**config.mk**
```make
export PLATFORM = sky130hd
export DESIGN_NAME = example_arb
export DESIGN_NICKNAME = d
export VERILOG_FILES = /design/src/rtl/example_arb.sv
export SDC_FILE = /design/constraint.sdc
export NUM_CORES = 1
export LEC_CHECK = 0
export BUFFER_PORTS_ARGS = -buffer_cell sky130_fd_sc_hd__buf_2
export CAP_MARGIN = 20
export CORE_MARGIN = 2
export CORE_UTILIZATION = 30
export DETAILED_ROUTE_END_ITERATION = 10
export SLEW_MARGIN = 10
export SYNTH_ARGS = -nofsm -noshare
export SYNTH_HDL_FRONTEND = slang
export SYNTH_SLANG_ARGS = --single-unit
```
**constraint.sdc**
```tcl
create_clock -name clk -period 1.5 [get_ports clk]
set_input_delay 0.3 -clock clk [delete_from_list [all_inputs] [get_ports clk]]
set_output_delay 0.3 -clock clk [all_outputs]
set_load 0.05 [all_outputs]
```
**src/rtl/example_arb.sv**
```systemverilog
// example_arb: two-requester round-robin arbiter feeding one registered output slot.
// Optional macro EXAMPLE_ARB_OR_MERGE_EN: simultaneous requests are OR-merged
// into a single transfer tagged 2'b11 instead of being arbitrated.
module example_arb #(
   parameter int unsigned WIDTH = 8
) (
   input  logic             clk,
   input  logic             rst,
   input  logic             a_valid,
   input  logic [WIDTH-1:0] a_data,
   output logic             a_ready,
   input  logic             b_valid,
   input  logic [WIDTH-1:0] b_data,
   output logic             b_ready,
   output logic             z_valid,
   output logic [WIDTH-1:0] z_data,
   output logic [1:0]       z_src,
   input  logic             z_ready,
   output logic [15:0]      xfer_cnt
);

   localparam int unsigned CNT_W = 16;

   localparam logic [0:0] ST_EMPTY = 1'b0;
   localparam logic [0:0] ST_FULL  = 1'b1;

   localparam logic LAST_A = 1'b0;
   localparam logic LAST_B = 1'b1;

   localparam logic [1:0] SRC_A = 2'b01;
   localparam logic [1:0] SRC_B = 2'b10;
   localparam logic [1:0] SRC_M = 2'b11;

   logic [0:0]       r_state;
   logic [WIDTH-1:0] r_data;
   logic [1:0]       r_src;
   logic             r_last;
   logic [CNT_W-1:0] r_cnt;

   logic [0:0]       w_state_nxt;
   logic [WIDTH-1:0] w_data_nxt;
   logic [1:0]       w_src_nxt;
   logic             w_last_nxt;
   logic [CNT_W-1:0] w_cnt_nxt;
   logic             w_can_load;
   logic             w_xfer;
   logic             w_merge;
   logic             w_a_acc;
   logic             w_b_acc;

   assign w_can_load = (r_state == ST_EMPTY) | z_ready;
   assign w_xfer     = (r_state == ST_FULL) & z_ready;

   // Requester readies: slot can take a word and the pointer favours this side
   always_comb begin
      a_ready = 1'b0;
      b_ready = 1'b0;
      w_merge = 1'b0;
`ifdef EXAMPLE_ARB_OR_MERGE_EN
      a_ready = w_can_load & ~rst;
      b_ready = w_can_load & ~rst;
      w_merge = w_can_load & ~rst & a_valid & b_valid;
`else
      a_ready = w_can_load & ~rst & (~b_valid | (r_last == LAST_B));
      b_ready = w_can_load & ~rst & (~a_valid | (r_last == LAST_A));
`endif
   end

   assign w_a_acc = a_valid & a_ready;
   assign w_b_acc = b_valid & b_ready;

   // Next slot contents, pointer and handshake count
   always_comb begin
      w_state_nxt = r_state;
      w_data_nxt  = r_data;
      w_src_nxt   = r_src;
      w_last_nxt  = r_last;
      w_cnt_nxt   = r_cnt + CNT_W'(w_xfer);
      if (w_merge) begin
         w_state_nxt = ST_FULL;
         w_data_nxt  = a_data | b_data;
         w_src_nxt   = SRC_M;
      end else if (w_a_acc) begin
         w_state_nxt = ST_FULL;
         w_data_nxt  = a_data;
         w_src_nxt   = SRC_A;
         w_last_nxt  = LAST_A;
      end else if (w_b_acc) begin
         w_state_nxt = ST_FULL;
         w_data_nxt  = b_data;
         w_src_nxt   = SRC_B;
         w_last_nxt  = LAST_B;
      end else if (w_xfer) begin
         w_state_nxt = ST_EMPTY;
      end
   end

   // Slot and counter registers; reset discards any held word
   always_ff @(posedge clk) begin
      if (rst) begin
         r_state <= ST_EMPTY;
         r_data  <= '0;
         r_src   <= 2'b00;
         r_last  <= LAST_B;
         r_cnt   <= '0;
      end else begin
         r_state <= w_state_nxt;
         r_data  <= w_data_nxt;
         r_src   <= w_src_nxt;
         r_last  <= w_last_nxt;
         r_cnt   <= w_cnt_nxt;
      end
   end

   assign z_valid  = (r_state == ST_FULL);
   assign z_data   = r_data;
   assign z_src    = r_src;
   assign xfer_cnt = r_cnt;

endmodule

```
==> results of run 1 <==
## how the worst max path moves through the flow
stage | start | end | slack (ns) | cells after the start
after detailed placement | z_ready | xfer_cnt[12] | -0.12 | 7
final | z_valid | xfer_cnt[10] | -0.02 | 6
after floorplan | z_valid | xfer_cnt[12] | -0.17 | 6
after global routing | z_valid | xfer_cnt[10] | -0.10 | 6
after CTS | z_valid | xfer_cnt[10] | -0.03 | 6
after global placement | z_ready | xfer_cnt[12] | -0.12 | 7
## critical path, delay by kind of cell, from the launching register on
kind            cells  cell delay (ns)
simple gates        3             0.71
flops               1             0.36
fa+ha+maj           2             0.27
compound gates      1             0.11
## metrics by stage
step / instance area [um2] / TNS, ns / util / instances / power, mW
finish: 2040 / -0.0272 / 0.468 / 274 / 1.58
global route: 2040 / -0.700 / 0.468 / 274 / 1.66
CTS: 2000 / -0.0879 / 0.459 / 274 / 1.60
detailed placement: 1890 / -0.728 / 0.434 / 268 / 1.11
global placement: 1890 / -0.568 / 0.434 / 268 / 1.11
floorplan: 1450 / -0.672 / - / 155 / 1.01
## cells by family after synthesis
group / synth area share
fa+ha+maj: 0.0278
buf+inv: 0.0444
simple gates: 0.226
mux: 0.0333
xor+xnor: 0.0194
flops: 0.414
compound gates: 0.235
## power groups by stage
stage	clock (mW)	sequential [mW]	combinational [mW]
finish	0.468	0.781	0.330
global route	0.517	0.784	0.356
CTS	0.488	0.781	0.328
detailed placement	0	0.796	0.317
global placement	0	0.798	0.317
floorplan	0	0.884	0.127
## Yosys cell counts (all sizes together), types with 2 or more instances
cell	count
dfxtp	28
nor2b	8
xor2	2
nor3	2
inv	2
nand3	5
ha	3
nand4	11
o41ai	8
nor4	5
buf	5
mux2	4
clkbuf	7
o21ai	5
o31ai	12
a21oi	9
or4	4
or3	4
nand2	6
nor2	8
a31oi	10
## layout make-up
cell class | count | area share
Clock buffer | 4 | 0.0270
Inverter | 3 | 0.00552
Multi-Input combinational cell | 112 | 0.423
Sequential cell | 28 | 0.288
Tap cell | 52 | 0.0319
Timing Repair Buffer | 75 | 0.224
## metal layers
layer / wire, um / track usage / up-vias
li1: - / - / 739
met1: 1830 / 0.220 / 650
met2: 1730 / 0.234 / 47
met3: 192 / 0.0299 / 6
met4: 44 / 0.0377 / 0
met5: 0 / 0 / -
## repair_timing
item,in CTS,in global routing
gates resized for setup,10,8
endpoints found under the setup margin,9,12
hold buffers,0,0
pin swaps,6,2
setup buffers,2,0
## registers in the layout (all words and copies together) (netlist names)
name / count
z_src: 2
z_data: 8
r_last: 1
z_valid: 1
xfer_cnt: 16
==> out/results.ini, run 1 <==
[status]
run_status=complete, but fails checks
violations=negative setup slack

[route]
routed-via-count=1442
wirelength_um=3800
ant_nets=0
wl_per_cell_um=13.9
drc=0
drt-pass1-iter-count=4
viasPerCell=5.26
drtIter0Drc=67

[floorplan]
core_um2=4350
die-width_um=71.1
die_height_um=71.1
row_count=24
dieArea_um2=5060
initial_core_util=0.311
io_pins=50

[critical_path]
start_kind=flop
reg2reg_to=xfer_cnt[10]
path_common_cell=ha_4
reg2reg_depth=6
cp_cell_sequence=and2_4 -> ha_4 -> ha_4 -> nand3_2 -> or4_4 -> a21oi_2
rrSetupSlack_ns=-0.02
crit_type=flop to flop
crit_slowest_cell=or4_4
reg2reg_from=z_valid
cp-end-kind=flop
slowest_delay_ns=0.48
arrival_ns=1.74
crit_required_ns=1.71
crit_fanout=4

[yosys]
yosysTopAreaCell=dfxtp_1
synth-seq-cells=28
syn_area_per_cell_um2=8.73
yosysSeqAreaShare=0.414
synth_area_leaders=dfxtp_1 (41%), o31ai_1 (6.7%), o41ai_1 (5.2%)
synth_area_um2=1350
netlist_instances=155
synth_edf_count=0
synthArstFlopShare=0
ys_warn_count=0
synth_nets=179
yosysTopAreaCellShare=0.414
synthFlopType=dfxtp_1
synthDistinctLibCells=30

[clock_tree]
cts_made_buffers=3
cts_max_level=1
root_buffer=clkbuf_8
clkTransAtPathRegs_ns=0.09
cts_tree=done
clk_path_buf_depth=2
cts_sinks=28
clk_latency_ns=0.27

[timing]
fin_skew_ns=0.00157
hold_slack_ns=0.303
setup_violations=2
hold_viol=0
finalCriticalPeriod_ns=1.52
max_slew_margin=0.710
slew_viol_final=0
period_share=1.02
worst_slew_pin_slew_ns=0.435
worst_slack_ns=-0.0246
rsz0062_at_grt=yes
max_freq_mhz=656

[job]
max_cap_viol_count=0

[power]
clockPowerShare=0.296
peakVddDrop_uv=327
combPwrFrac=0.209
p_seq_frac=0.494
p_switching_mw=0.467
leakage_nw=0.851
power_density_nw_per_um2=774
swShare=0.296
internal_power_mw=1.11

[layout]
fin_nets=247
layout_commonest_cell=buf_2
area_growth_pct=50.8
final_cell_mix=buf_2 (47), buf_4 (25), dfxtp_1 (16)
drive_gt1_frac=0.509
fillers=439
multi_input_area_um2=863
diodes=0
seq_area_um2=588

[hold_path]
hold_path_class=input port to flop
hold_end=z_data[5]
hp-start=b_data[5]
hold_depth=3

[grt]
grt_start_max_net_pins=20
antenna_found_initial=0
grt_util_all_layers=0.153
grt-ovfl-total=0
grt_pass1_wl_um=6330
grt_pass1_vias=1352

[place]
dp_slack_ns=-0.121
gp_congestion=0.765
hpwl_um=2630
io_buffer_count=49

No activity file was read; power rests on OpenSTA's default activity.
==> inputs of run 2 (changes only) <==
--- a/config.mk
+++ b/config.mk
@@ -10,6 +10,8 @@
 export CORE_MARGIN = 2
 export CORE_UTILIZATION = 30
 export DETAILED_ROUTE_END_ITERATION = 10
+export PLACE_DENSITY_LB_ADDON = 0.3
+export SETUP_SLACK_MARGIN = 0.3
 export SLEW_MARGIN = 10
 export SYNTH_ARGS = -nofsm -noshare
 export SYNTH_HDL_FRONTEND = slang
==> run 2 against run 1 <==
Effect of this change:
- setup slack got worse by 0.0069 ns
- the run still ends with negative setup slack left
- core utilization grew 8.6 points
- worst hold slack worse by 0.0035 ns
- largest power group unchanged
- non-clock buffer count is 7 higher
- count of clock-buffer cells in the layout did not move
- combinational power grew 26%
- clock power shrank 7.5%
- power grew 3.2%
- die area unchanged
- clock skew is essentially flat
==> out/results.ini, run 2 (synthesized netlist as in run 1, its figures left out) <==
[critical_path]
rrSetupSlack_ns=-0.03  ; about the same
slowest_delay_ns=0.48  ; about the same
reg2reg_to=xfer_cnt[10]
arrival_ns=1.75  ; about the same
cp_cell_sequence=and2_4 -> ha_4 -> ha_4 -> nand3_2 -> or4_4 -> a21oi_2
crit_family=simple AND/OR/NAND/NOR gates
crit_path_start=z_valid
reg2reg_from=z_valid
crit_type=flop to flop
crit_fanout=3  ; -1
start_kind=flop
crit_slowest_cell=or4_4
reg2reg_depth=6  ; unchanged
cp-end-kind=flop
path_common_cell=ha_4
crit_path_end=xfer_cnt[10]
crit_required_ns=1.72  ; about the same
critical_path_buf_inv_count=0  ; unchanged
crit_cells=6  ; unchanged

[route]
wirelength_um=4110  ; +8.3%
wl_per_cell_um=14.6  ; +5.6%
drt-pass1-iter-count=4  ; unchanged
drtIter0Drc=121  ; +81%
drc=0  ; unchanged
routed-via-count=1532  ; +6.2%
viasPerCell=5.45  ; +3.6%
ant_nets=0  ; unchanged

[job]
max_cap_viol_count=0  ; unchanged

[layout]
final_cell_mix=buf_4 (34), buf_2 (20), buf_6 (16)
layout_commonest_cell=buf_4
fin_nets=254  ; +2.8%
drive_gt1_frac=0.624  ; +0.115
area_growth_pct=78.4
layoutNonFillerInstCount=281  ; +2.6%
diodes=0  ; unchanged
largest_register_ffs=16  ; unchanged

[timing]
slew_viol_final=0  ; unchanged
hold_viol=0  ; unchanged
fin_skew_ns=0.00192  ; +0.000350 ns
rsz0062_at_grt=yes
finalCriticalPeriod_ns=1.53  ; +0.00688 ns
period_share=1.02  ; +0.00459
max_freq_mhz=653  ; -0.45%
worst_slew_pin_slew_ns=0.372  ; -0.0632 ns
max_slew_margin=0.750  ; +0.0395
setup_violations=2  ; unchanged
worst_slack_ns=-0.0315  ; -0.00688 ns

[place]
dp_cells=269  ; +0.37%
io_buffer_count=49  ; unchanged
dp_slack_ns=-0.120  ; +0.000322 ns
hpwl_um=2680  ; +1.8%
gp_congestion=0.795  ; +3.9%

[power]
swShare=0.314  ; +0.0181
p_total_mw=1.63  ; +3.2%
leakage_nw=0.942  ; +11%
p_switching_mw=0.512  ; +9.5%
internal_power_mw=1.12  ; +0.56%
power_density_nw_per_um2=675  ; -13%
combPwrFrac=0.256  ; +0.047
p_seq_frac=0.479  ; -0.015
peakVddDrop_uv=460  ; +41%
clockPowerShare=0.266  ; -0.030

[floorplan]
dieArea_um2=5060  ; unchanged
initial_core_util=0.311  ; unchanged
core_um2=4350  ; unchanged
io_pins=50  ; unchanged
die-width_um=71.1  ; unchanged
row_count=24  ; unchanged
die_height_um=71.1  ; unchanged

[clock_tree]
cts_max_level=1  ; unchanged
cts_made_buffers=3  ; unchanged
cts_sinks=28  ; unchanged
cts_tree=done
clkTransAtPathRegs_ns=0.10  ; about the same
clk_path_buf_depth=2  ; unchanged
clk_latency_ns=0.28  ; about the same
hold_buffers=0  ; unchanged
root_buffer=clkbuf_8

[grt]
grt_util_all_layers=0.162  ; +0.00968
grt_start_max_net_pins=21  ; +5.0%
grt-ovfl-total=0  ; unchanged
grt_pass1_vias=1399  ; +3.5%
antenna_found_initial=0  ; unchanged
grt_pass1_wl_um=6710  ; +5.9%

[status]
run_status=complete, but fails checks
violations=negative setup slack

[hold_path]
hold_path_class=input port to flop

[run 2: worst min path at each step]
| stage | startpoint | to | slack [ns] | depth (start not counted) |
|---|---|---|---|---|
| after floorplan | a_valid | z_valid | 0.47 | 2 |
| after CTS | b_data[2] | z_data[2] | 0.29 | 3 |
| after global routing | b_data[6] | z_data[6] | 0.32 | 3 |
| final | b_data[2] | z_data[2] | 0.30 | 3 |
| after detailed placement | z_data[1] | z_data[1] | 0.47 | 2 |
| after global placement | z_src[0] | z_src[0] | 0.47 | 2 |
[run 2: layer usage]
metal | up-vias | wire [um] | track usage
met1 | 717 | 1720 | 0.220
met2 | 67 | 2080 | 0.272
met5 | - | 0 | 0
li1 | 744 | - | -
met4 | 0 | 14 | 0.0189
met3 | 4 | 293 | 0.0370
[run 2: timing repair]
action	4_1_cts	5_1_grt
resized for setup	66	39
endpoints found under the setup margin	44	44
cloned	1	1
pin swaps	7	1
buffers inserted	2	4
[run 2: power groups by stage]
| stage | Combinational [mW] | Sequential [mW] | Clock (mW) |
|---|---|---|---|
| floorplan | 0.133 | 0.884 | 0 |
| global placement | 0.324 | 0.797 | 0 |
| detailed placement | 0.325 | 0.796 | 0 |
| CTS | 0.374 | 0.779 | 0.448 |
| global route | 0.442 | 0.784 | 0.468 |
| finish | 0.416 | 0.780 | 0.433 |
[run 2: final cells by class]
class | count | area [um2]
fillers | 392 | 1940
multi-input cells | 112 | 1010
inverters | 3 | 12.5
clock buffers | 4 | 45.0
repair buffers | 82 | 678
flip-flops and latches | 28 | 599
well taps | 52 | 65.1
[run 2: per-stage QoR]
step / util / instance area, um2 / TNS (ns) / hold WS (ns)
2_1_floorplan: - / 1480 / -0.626 / 0.466
3_3_place_gp: 0.438 / 1910 / -0.510 / 0.466
3_5_place_dp: 0.438 / 1910 / -0.692 / 0.470
4_1_cts: 0.509 / 2220 / -0.0258 / 0.295
5_1_grt: 0.554 / 2410 / -0.455 / 0.316
6_report: 0.554 / 2410 / -0.0473 / 0.300
[run 2: worst reg2reg max path: cells and delay by family, from the launching register on]
| kind | cells | cell delay, ns |
|---|---|---|
| adder cells (fa/ha/maj) | 2 | 0.27 |
| AO/OA/AOI/OAI | 1 | 0.12 |
| AND/OR/NAND/NOR | 3 | 0.72 |
| flip-flops | 1 | 0.36 |
==> inputs of run 3 (changes only) <==
--- a/config.mk
+++ b/config.mk
@@ -8,9 +8,9 @@
 export BUFFER_PORTS_ARGS = -buffer_cell sky130_fd_sc_hd__buf_2
 export CAP_MARGIN = 20
 export CORE_MARGIN = 2
-export CORE_UTILIZATION = 30
+export CORE_UTILIZATION = 27
 export DETAILED_ROUTE_END_ITERATION = 10
-export PLACE_DENSITY_LB_ADDON = 0.3
+export PLACE_DENSITY = 0.5
 export SETUP_SLACK_MARGIN = 0.3
 export SLEW_MARGIN = 10
 export SYNTH_ARGS = -nofsm -noshare
==> run 3 against run 2 <==
Effect of this change:
- the flow still finishes with violations (negative setup slack)
- register-to-register slack got worse by 0.02 ns
- flip-flop and latch count unchanged
- critical endpoint is now xfer_cnt[12]
- sequential power about the same
- sequential share of layout area is 2.0 points lower
- wire length is 5.9% higher
- final cell count up 6.0%
- largest power group unchanged
- clock power is 2% lower
- highest routed layer unchanged
- via count down 0.52%
- die area grew 10%
- critical path type unchanged
==> out/results.ini, run 3 (synthesized netlist as in run 1, its figures left out) <==
[hold_path]
hold_path_class=input port to flop

[layout]
final_cell_mix=buf_6 (24), buf_4 (24), buf_2 (20)
drive_gt1_frac=0.645  ; +0.0206
layoutNonFillerInstCount=298  ; +6.0%
largest_register_ffs=16  ; unchanged
fillers=449  ; +15%
area_growth_pct=94.4
fin_nets=256  ; +0.79%
diodes=0  ; unchanged

[timing]
worst_slack_ns=-0.0540  ; -0.0225 ns
rsz0062_at_grt=yes
setup_violations=6  ; +4
period_share=1.04  ; +0.0150
finalCriticalPeriod_ns=1.55  ; +0.0225 ns
worst_slew_pin_slew_ns=0.348  ; -0.0235 ns
slew_viol_final=0  ; unchanged
max_slew_margin=0.765  ; +0.0153
max_freq_mhz=644  ; -1.4%
fin_skew_ns=0.0115  ; +0.00961 ns
hold_viol=0  ; unchanged

[route]
ant_nets=0  ; unchanged
drtIter0Drc=23  ; -81%
wl_per_cell_um=14.6  ; -0.13%
drc=0  ; unchanged
routed-via-count=1524  ; -0.52%
drt-pass1-iter-count=4  ; unchanged
wirelength_um=4350  ; +5.9%
viasPerCell=5.11  ; -6.2%

[status]
violations=negative setup slack
run_status=complete, but fails checks

[place]
dp_slack_ns=-0.174  ; -0.0539 ns
dp_cells=280  ; +4.1%
hpwl_um=2880  ; +7.4%
io_buffer_count=49  ; unchanged
gp_congestion=0.811  ; +2.1%

[clock_tree]
cts_sinks=28  ; unchanged
root_buffer=clkbuf_8
hold_buffers=0  ; unchanged
cts_tree=done
cts_made_buffers=3  ; unchanged
clk_path_buf_depth=2  ; unchanged
cts_max_level=1  ; unchanged
clkTransAtPathRegs_ns=0.10  ; about the same
clk_latency_ns=0.28  ; about the same

[critical_path]
crit_slowest_cell=dfxtp_2
rrSetupSlack_ns=-0.05  ; -0.02 ns
cp-end-kind=flop
crit_fanout=4  ; +1
start_kind=flop
cp_cell_sequence=nand4_1 -> buf_4 -> nor4_4 -> mux2_4
slowest_delay_ns=0.36  ; -0.12 ns
crit_type=flop to flop
crit_required_ns=1.68  ; -0.04 ns
arrival_ns=1.73  ; -0.02 ns

[floorplan]
io_pins=50  ; unchanged
dieArea_um2=5590  ; +10%
core_um2=4790  ; +9.9%
row_count=25  ; +4.2%
initial_core_util=0.283  ; -0.0280
die_height_um=74.8  ; +5.1%
die-width_um=74.8  ; +5.1%

[power]
power_density_nw_per_um2=634  ; -6.2%
peakVddDrop_uv=310  ; -33%
clockPowerShare=0.255  ; -0.011
internal_power_mw=1.14  ; +1.9%
combPwrFrac=0.275  ; +0.019
p_switching_mw=0.529  ; +3.3%
leakage_nw=1.01  ; +7.6%
p_seq_frac=0.470  ; -0.009
swShare=0.317  ; +0.00302

[job]
max_cap_viol_count=0  ; unchanged

[grt]
grt-ovfl-total=0  ; unchanged
grt_pass1_vias=1530  ; +9.4%
grt_start_max_net_pins=21  ; unchanged
grt_pass1_wl_um=6650  ; -0.82%
grt_util_all_layers=0.151  ; -0.0110
antenna_found_initial=0  ; unchanged

## run 3: area by class of cell
type                       instances  area [um2]  share of cell area
multi-input combinational        112        1110               0.421
timing repair buffer              84         781               0.297
sequential                        28         601               0.228
tap                               67        83.8              0.0319
clock buffer                       3        41.3              0.0157
inverter                           3        12.5             0.00476
clock inverter                     1        3.75             0.00143
## run 3: final timing paths
path,start,end,cells after the start
max,xfer_cnt[10],xfer_cnt[12],4
min,b_data[2],z_data[2],3
max reg2reg,xfer_cnt[10],xfer_cnt[12],4
min reg2reg,z_src[0],z_src[0],2
## run 3: routing by layer
metal	track usage	wire length, um	vias to the layer above
met5	0	0	-
met4	0.0595	46	0
met3	0.0295	209	8
met2	0.276	2250	45
met1	0.173	1850	714
li1	-	-	757
## run 3: repair_timing
| action | 4_1_cts | 5_1_grt |
|---|---|---|
| gates resized for setup | 71 | 64 |
| endpoints found under the setup margin | 42 | 45 |
| pin swaps | 13 | 7 |
| hold endpoints to repair | 0 | 0 |
| gates cloned | 0 | 3 |
| setup buffers | 8 | 3 |
## run 3: power by group through the flow
stage,registers (mW),logic (mW),clock network (mW)
after floorplan,0.884,0.133,0
after global placement,0.795,0.318,0
after detailed placement,0.795,0.321,0
after CTS,0.778,0.366,0.442
after global routing,0.788,0.486,0.478
final,0.783,0.459,0.425
## run 3: metrics by stage
step,util,power (mW),hold WS (ns),setup TNS [ns],cell area (um2)
2_1_floorplan,-,1.02,0.466,-0.626,1480
3_3_place_gp,0.396,1.11,0.453,-0.687,1890
3_5_place_dp,0.396,1.12,0.464,-0.985,1890
4_1_cts,0.471,1.59,0.298,-0.0761,2250
5_1_grt,0.550,1.75,0.310,-0.817,2630
6_report,0.550,1.67,0.307,-0.220,2630
## run 3: worst max-delay path, delay by kind of cell, from the launching register on
kind,cells,cell delay [ns]
flops,1,0.36
buf+inv,1,0.24
simple gates,2,0.53
mux,1,0.32
